## config.mk

```make
export PLATFORM = sky130hd
export DESIGN_NAME = alu_pipe_exe_unit
export DESIGN_NICKNAME = d
export VERILOG_FILES = /design/src/rtl/alu_pipe_exe_unit_pkg.sv /design/src/rtl/alu_pipe_exe_unit_stage.sv /design/src/rtl/alu_pipe_exe_unit.sv
export SDC_FILE = /design/constraint.sdc
export NUM_CORES = 1
export LEC_CHECK = 0
export BUFFER_PORTS_ARGS = -buffer_cell sky130_fd_sc_hd__buf_2
export CAP_MARGIN = 10
export CORE_UTILIZATION = 30
export CTS_CLUSTER_SIZE = 24
export DETAILED_ROUTE_END_ITERATION = 6
export PLACE_DENSITY = 0.49
export SLEW_MARGIN = 0
export SYNTH_ARGS = -nofsm -noshare
export SYNTH_HDL_FRONTEND = slang
export SYNTH_SLANG_ARGS = --single-unit
export TNS_END_PERCENT = 10
```

## constraint.sdc

```tcl
create_clock -name clk_i -period 3.4 [get_ports clk_i]
set_input_delay 0.17 -clock clk_i [delete_from_list [all_inputs] [get_ports clk_i]]
set_output_delay 0.17 -clock clk_i [all_outputs]
set_load 0.02 [all_outputs]
```

## src/rtl/alu_pipe_exe_unit_pkg.sv

```systemverilog
// rtl/alu_pipe_exe_unit_pkg.sv - shared ALU widths, default tag widths and op encodings
package alu_pipe_exe_unit_pkg;

    localparam int DATA_LEN     = 32;
    localparam int ALU_OP_WIDTH = 4;
    localparam int RRF_TAG_LEN  = 6;
    localparam int ROB_TAG_LEN  = 6;

    typedef enum logic [ALU_OP_WIDTH-1:0] {
        ALU_ADD  = 4'd0,
        ALU_SUB  = 4'd1,
        ALU_AND  = 4'd2,
        ALU_OR   = 4'd3,
        ALU_XOR  = 4'd4,
        ALU_SLL  = 4'd5,
        ALU_SRL  = 4'd6,
        ALU_SRA  = 4'd7,
        ALU_SLT  = 4'd8,
        ALU_SLTU = 4'd9
    } alu_op_e;

endpackage

```

## src/rtl/alu_pipe_exe_unit_stage.sv

```systemverilog
// rtl/alu_pipe_exe_unit_stage.sv - one result stage: valid bit with clear, payload with load enable
module alu_pipe_exe_unit_stage #(
    parameter int DATA_W    = 32,
    parameter int RRF_TAG_W = 6,
    parameter int ROB_TAG_W = 6
) (
    input  logic                 clk,
    input  logic                 rst,
    input  logic                 load,
    input  logic                 clear,
    input  logic                 valid,
    input  logic [DATA_W-1:0]    result,
    input  logic                 write_rrf,
    input  logic [RRF_TAG_W-1:0] rrf_tag,
    input  logic [ROB_TAG_W-1:0] rob_tag,
    output logic                 q_valid,
    output logic [DATA_W-1:0]    q_result,
    output logic                 q_write_rrf,
    output logic [RRF_TAG_W-1:0] q_rrf_tag,
    output logic [ROB_TAG_W-1:0] q_rob_tag
);

    always_ff @(posedge clk or posedge rst) begin
        if (rst) begin
            q_valid <= 1'b0;
        end else if (clear) begin
            q_valid <= 1'b0;
        end else if (load) begin
            q_valid <= valid;
        end
    end

    // Payload is don't-care while invalid, so it carries no reset.
    always_ff @(posedge clk) begin
        if (load) begin
            q_result    <= result;
            q_write_rrf <= write_rrf;
            q_rrf_tag   <= rrf_tag;
            q_rob_tag   <= rob_tag;
        end
    end

endmodule

```

## src/rtl/alu_pipe_exe_unit.sv

```systemverilog
// rtl/alu_pipe_exe_unit.sv - pipelined ALU execute unit with writeback handshake and flush
// Optional perf counters enabled by defining ALU_PIPE_PERF_CNT_EN.
module alu_pipe_exe_unit
    import alu_pipe_exe_unit_pkg::*;
#(
    parameter int DATA_W    = DATA_LEN,
    parameter int LATENCY   = 1,
    parameter int RRF_TAG_W = RRF_TAG_LEN,
    parameter int ROB_TAG_W = ROB_TAG_LEN
) (
    input  logic                    clk_i,
    input  logic                    reset_i,
    input  logic                    issue_i,
    output logic                    issue_ready_o,
    input  logic [ALU_OP_WIDTH-1:0] alu_op_i,
    input  logic [DATA_W-1:0]       src1_i,
    input  logic [DATA_W-1:0]       src2_i,
    input  logic                    if_write_rrf_i,
    input  logic [RRF_TAG_W-1:0]    rrf_tag_i,
    input  logic [ROB_TAG_W-1:0]    rob_tag_i,
    input  logic                    kill_i,
    input  logic                    wb_ready_i,
    output logic [DATA_W-1:0]       result_o,
    output logic [RRF_TAG_W-1:0]    rrf_tag_o,
    output logic [ROB_TAG_W-1:0]    rob_tag_o,
    output logic                    wb_valid_o,
    output logic                    rob_we_o,
    output logic                    rrf_we_o
`ifdef ALU_PIPE_PERF_CNT_EN
    ,
    output logic [31:0]             perf_issued_o,
    output logic [31:0]             perf_killed_o
`endif
);

    localparam int SH_W = $clog2(DATA_W);

    // Index 0 is the issue side (ALU output), index LATENCY the writeback stage.
    logic [LATENCY:0]     v;
    logic [LATENCY:0]     wr;
    logic [DATA_W-1:0]    res [0:LATENCY];
    logic [RRF_TAG_W-1:0] rrf [0:LATENCY];
    logic [ROB_TAG_W-1:0] rob [0:LATENCY];
    logic [LATENCY:1]     acc;
    logic [DATA_W-1:0]    alu_result;
    logic [SH_W-1:0]      shamt;

    assign shamt = src2_i[SH_W-1:0];

    always_comb begin
        alu_result = '0;
        case (alu_op_e'(alu_op_i))
            ALU_ADD:  alu_result = src1_i + src2_i;
            ALU_SUB:  alu_result = src1_i - src2_i;
            ALU_AND:  alu_result = src1_i & src2_i;
            ALU_OR:   alu_result = src1_i | src2_i;
            ALU_XOR:  alu_result = src1_i ^ src2_i;
            ALU_SLL:  alu_result = src1_i << shamt;
            ALU_SRL:  alu_result = src1_i >> shamt;
            ALU_SRA:  alu_result = $unsigned($signed(src1_i) >>> shamt);
            ALU_SLT:  alu_result = {{(DATA_W-1){1'b0}}, $signed(src1_i) < $signed(src2_i)};
            ALU_SLTU: alu_result = {{(DATA_W-1){1'b0}}, src1_i < src2_i};
            default:  alu_result = '0;
        endcase
    end

    assign v[0]   = issue_i;
    assign wr[0]  = if_write_rrf_i;
    assign res[0] = alu_result;
    assign rrf[0] = rrf_tag_i;
    assign rob[0] = rob_tag_i;

    // A stage accepts when empty or when everything downstream moves; bubbles collapse.
    always_comb begin
        logic a;
        a   = wb_ready_i;
        acc = '0;
        for (int k = LATENCY; k >= 1; k--) begin
            a      = !v[k] | a;
            acc[k] = a;
        end
    end

    for (genvar k = 1; k <= LATENCY; k++) begin : g_stage
        alu_pipe_exe_unit_stage #(
            .DATA_W    (DATA_W),
            .RRF_TAG_W (RRF_TAG_W),
            .ROB_TAG_W (ROB_TAG_W)
        ) u_stage (
            .clk         (clk_i),
            .rst         (reset_i),
            .load        (acc[k]),
            .clear       (kill_i),
            .valid       (v[k-1]),
            .result      (res[k-1]),
            .write_rrf   (wr[k-1]),
            .rrf_tag     (rrf[k-1]),
            .rob_tag     (rob[k-1]),
            .q_valid     (v[k]),
            .q_result    (res[k]),
            .q_write_rrf (wr[k]),
            .q_rrf_tag   (rrf[k]),
            .q_rob_tag   (rob[k])
        );
    end

    assign issue_ready_o = acc[1];
    assign wb_valid_o    = v[LATENCY];
    assign result_o      = res[LATENCY];
    assign rrf_tag_o     = rrf[LATENCY];
    assign rob_tag_o     = rob[LATENCY];
    assign rob_we_o      = v[LATENCY] & wb_ready_i & !kill_i;
    assign rrf_we_o      = rob_we_o & wr[LATENCY];

`ifdef ALU_PIPE_PERF_CNT_EN
    logic [32:0] killed_sum;

    assign killed_sum = {1'b0, perf_killed_o} + 33'($countones(v[LATENCY:1]));

    always_ff @(posedge clk_i or posedge reset_i) begin
        if (reset_i) begin
            perf_issued_o <= '0;
            perf_killed_o <= '0;
        end else begin
            if (issue_i && issue_ready_o && perf_issued_o != 32'hFFFF_FFFF) begin
                perf_issued_o <= perf_issued_o + 32'd1;
            end
            if (kill_i) begin
                perf_killed_o <= killed_sum[32] ? 32'hFFFF_FFFF : killed_sum[31:0];
            end
        end
    end
`endif

endmodule

```

# ---- After elaboration in Yosys (flattened, before gate mapping)
# Index checks and enable logic that the tools add are counted.
dict set report totals {
  regBits 46
  out_inout_bits 48
  word_cells 35
}
dict set report classes {
  n_addsub 2
  magnitude_cmp 2
  eq_ne 9
  shifts 3
  mux 3
  bitwise_logic 7
  reduce_logical 4
}
# op count
set ops {}
lappend ops {{$pmux 32 s10} 1}
lappend ops {{$lt 32x32->1} 2}
lappend ops {{$add 32x32->32} 1}
lappend ops {{$and 32x32->32} 1}
lappend ops {{$or 32x32->32} 1}
lappend ops {{$shl 32x5->32} 1}
lappend ops {{$shr 32x5->32} 1}
lappend ops {{$sshr 32x5->32} 1}
lappend ops {{$sub 32x32->32} 1}
lappend ops {{$xor 32x32->32} 1}
lappend ops {{$eq 4x3->1 const B} 4}
lappend ops {{$eq 4x2->1 const B} 2}
lappend ops {{$eq 4x4->1 const B} 2}
lappend ops {{$eq 4x1->1 const B} 1}
lappend ops {{$logic_not 4->1} 1}
lappend ops {{$and 1x1->1} 3}
lappend ops {{$logic_not 1->1} 2}
lappend ops {{$mux 1} 2}
lappend ops {{$reduce_bool 2->1} 1}
lappend ops {{$or 1x1->1} 1}

# ---- Logic depth before layout (Yosys ltp)
dict set report depth {
  depth_word 4
  mapped_depth 15
}

# ---- By module
# Synthesis repeated with hierarchy kept, for this count alone.
dict set report unflattened {
  cells_unflattened 1330
  hier_area_um2 9830.7
}
# mod n_inst cells_each area_per_inst_um2 seq_area_each_um2
set modules_own_cells {}
lappend modules_own_cells {alu_pipe_exe_unit 1 1281 8436.8 0.0}
lappend modules_own_cells {alu_pipe_exe_unit_stage 1 49 1393.8 1376.3}

# ---- Worst setup path before layout
# OpenSTA, ideal clock, no wires.
dict set report synth_timing {
  kind {input port to flip-flop}
  start {input port src2_i[2]}
  end {register g_stage[1].u_stage.q_result[26] (data pin)}
  setup_ps 273
  t_arrival_ps 3564
  path_slack_ps -437
  stages 15
  path_buffers 5
  cell_sequence {buf_2 inv_2 buf_2 clkbuf_1 buf_2 clkbuf_1 ha_1 o21bai_1 a2111oi_1 o211ai_1 a31o_2 a2111oi_1 nor3_1 nor3_1 a32oi_1}
}
dict set report synth_between {
  elab_chain_len 2
  word_cells_on_any_way 6
  classes_between {add/sub: 2; shift: 3; mux: 1}
}
# element line
set synth_lines {}
lappend synth_lines {{from (decl)} alu_pipe_exe_unit.sv:17} ;# input logic [DATA_W-1:0] src2_i,
lappend synth_lines {{$sub 32x32->32, or another cell as far along} alu_pipe_exe_unit.sv:54} ;# ALU_SUB: alu_result = src1_i - src2_i;
lappend synth_lines {{$pmux 32 s10 (*)} alu_pipe_exe_unit.sv:52} ;# case (alu_op_e'(alu_op_i))
lappend synth_lines {{via alu_result[26]} alu_pipe_exe_unit.sv:45} ;# logic [DATA_W-1:0] alu_result;
lappend synth_lines {{to (signal assigned)} alu_pipe_exe_unit_stage.sv:36} ;# q_result <= result;
lappend synth_lines {{to (decl)} alu_pipe_exe_unit_stage.sv:17} ;# output logic [DATA_W-1:0] q_result,
# The timed path passes the listed nets; every way through them passes the cells marked *.
# A chain may end at the register's enable or synchronous reset.

# ---- Worst setup path in the final report
dict set report layout_timing {
  start {input port src2_i[4]}
  end {register g_stage[1].u_stage.q_result[29] (data pin)}
}
# The elaborated chain is that of the path after synthesis.

==> impl_metrics.ini <==
[power]
p_leak_nw = 5.41
p_per_area_nw_per_um2 = 259
vdd_drop_max_mv = 0.177
fin_total_pwr_mw = 3.25

[setup_path]
critPathKind = input pin to flop
crit_path_cell_trace = buf_2 > inv_1 > ha_1 > nor2b_1 > a2111oi_0 > a2111oi_0 > buf_4 > o21ai_1 > nand3_1 > buf_4 > a22oi_1 > a21oi_1 > a21o_1
path_buf_inv = 4
path_max_fanout = 4
cp_top_family = compound AO/OA/AOI/OAI gates
worstPathArrival_ps = 3250
reg2reg_to = g_stage[1].u_stage.q_result[7]
endpoint_kind = flop
cp.depth = 13
cp_data_required_time_ps = 3480
worst_path_max_delay_cell = a2111oi_0
slowest_delay_ps = 700
worstRegToRegCells = 2
regToRegStartpoint = g_stage[1].u_stage.q_valid
cp-start-kind = input pin
r2r_setup_slack_ps = 1700

[clocking]
clock_sinks = 46
cts_resized = 0
cts.htree.levels = 2
clk_latency_ps = 320
cts_root_buf = clkbuf_16
cts_tree = yes
cts.path.max_buffers = 2
numCtsBuffers = 5
cts.reportedPaths.clkPinSlew_ps = 80

[global_route]
grt_pass1_wl_mm = 74.8
grtUsageTotal = 0.277
grt_overflow = 0
grt_pass1_vias = 11200
grt_max_degree = 69
antenna_found_initial = 0

[routing]
routed_wl_mm = 50.5
drc = 0
ant_nets = 0
wl_per_cell_um = 25.8
post_drt_via_cell_ratio = 6.20
drtPass1Iterations = 6
drt_first_iter_violations = 1512
vias = 12100

[yosys]
synth_edf_count = 45
synth.area.top_cells = edfxtp_1 (13%), ha_1 (12%), mux4_2 (10%), a21oi_1 (4.5%), mux2i_1 (4.3%)
synth_ff_type = edfxtp_1
synth_top_area_frac = 0.128
mappedNetlistArea_sq_um = 10600
ys_seq_area_frac = 0.130
ys_types = 85
ys_ff_latch = 46
synth_warnings = 0
avgSynthCellArea_sq_um = 7.89
synthCells = 1338
syn_nets = 1524
synth.largest_area_cell = edfxtp_1
async_flop_share = 0.0217

[sta]
setup_viol_count_final = 0
finalSetupTns_ps = 0
maxSlewViolCount = 0
rsz0062_at_grt = no
finalHoldViolCount = 0
skew_ps = 10.3
finalCritPeriodShare = 0.932
worst_pin_slew_ps = 795
min_period_ps = 3170
fmax_mhz = 315
relSlewSlack = 0.456

[die]
num_rows = 68
start_util = 0.306
die_height_um = 190
core_area_sq_um = 34500
io_pins = 134
dieArea_sq_um = 35900
die_w_um = 190

[run_status]
status = complete, no violations

[min_path]
min_to = g_stage[1].u_stage.q_valid
min_path_cells = 2
min-delay-start = kill_i
hp-class = input pin to flop

[run]
cap_violations = 0

[placement]
io_buffers = 133
gp_congestion = 0.979
dp.final_hpwl_mm = 40.4

[final_layout]
drive_above_1_share = 0.243
area.growth.synth_to_final_pct = 19.1
nets = 1686
diodes = 0
final_util = 0.364
==> what timing repair did <==
action,in CTS,in global routing
buffers inserted,0,0
hold endpoints to repair,1,0
hold buffers,1,0
==> power by group <==
group	switching [mW]	internal, mW
clock network	0.252	0.276
logic	1.24	0.750
registers	0.0179	0.715
total	1.51	1.74
==> layout make-up <==
cell class                 instances  area (sq um)
sequential                        46          1380
clock inverter                     3          23.8
fill                            3723         22000
clock buffer                       5           125
multi-input combinational       1091          8430
inverter                          97           364
timing repair buffer             259          1680
tap                              455           569
==> layer usage <==
layer,share of wire,GRT usage
met4,0.017,0.0608
met3,0.079,0.0325
met5,0,0
met2,0.45,0.434
met1,0.46,0.403
==> synthesized netlist by cell type, drive strengths merged (28+ instances only) <==
library cell / n
edfxtp: 45
inv: 97
nor3: 34
o21ai: 95
nor2: 107
buf: 37
a21o: 28
nand3: 28
clkbuf: 67
ha: 98
a21oi: 94
nand2: 114
mux4: 53
mux2i: 45
==> placed cells by master, fill, tap and decap left out, drive strengths merged, types with 13 or more instances in the layout <==
master    n
nor3     34
o211ai   27
buf     258
o22ai    13
o21ai    95
nor2    107
a31oi    20
a211oi   16
nand3    28
a21o     28
mux2     22
edfxtp   45
a221oi   25
mux2i    45
o221ai   19
o21bai   15
nor4     15
nand2b   14
nand2   114
a21oi    94
a22oi    14
mux4     53
inv      98
ha       98
==> stage by stage <==
step	hold slack (ps)	area (sq um)	setup WS, ps	instances
after CTS	13.3	12600	328	1956
after detailed placement	5.22	12400	23.1	1947
after global routing	20.7	12600	97.8	1956
final	23.0	12600	230	1956
after global placement	5.69	12400	68.5	1947
after floorplan	-101	10600	-29.2	1338
==> sequential cells by signal (all words and copies together), names as in the netlist <==
register and count:
g_stage.u_stage.q_write_rrf 1, g_stage.u_stage.q_valid 1, g_stage.u_stage.q_rob_tag 6, g_stage.u_stage.q_rrf_tag 6, g_stage.u_stage.q_result 32
==> cell families after synthesis <==
family | Yosys count | share of synthesized area
adders and majority gates | 100 | 0.120
buffers and inverters | 201 | 0.0763
and+or+nand+nor | 396 | 0.181
muxes | 120 | 0.181
xor gates and xnor gates | 6 | 0.00498
DFF | 46 | 0.130
AOI/OAI and AO/OA | 469 | 0.307
==> worst max-delay path by stage <==
| stage | from | end |
|---|---|---|
| 6_report | src2_i[4] | g_stage[1].u_stage.q_result[29] |
| 3_5_place_dp | src2_i[4] | g_stage[1].u_stage.q_result[29] |
| 2_1_floorplan | src2_i[1] | g_stage[1].u_stage.q_result[21] |
| 4_1_cts | src2_i[4] | g_stage[1].u_stage.q_result[29] |
| 5_1_grt | src2_i[4] | g_stage[1].u_stage.q_result[29] |
| 3_3_place_gp | src1_i[16] | g_stage[1].u_stage.q_result[27] |
Note: power is estimated with default switching activity, not from simulation.
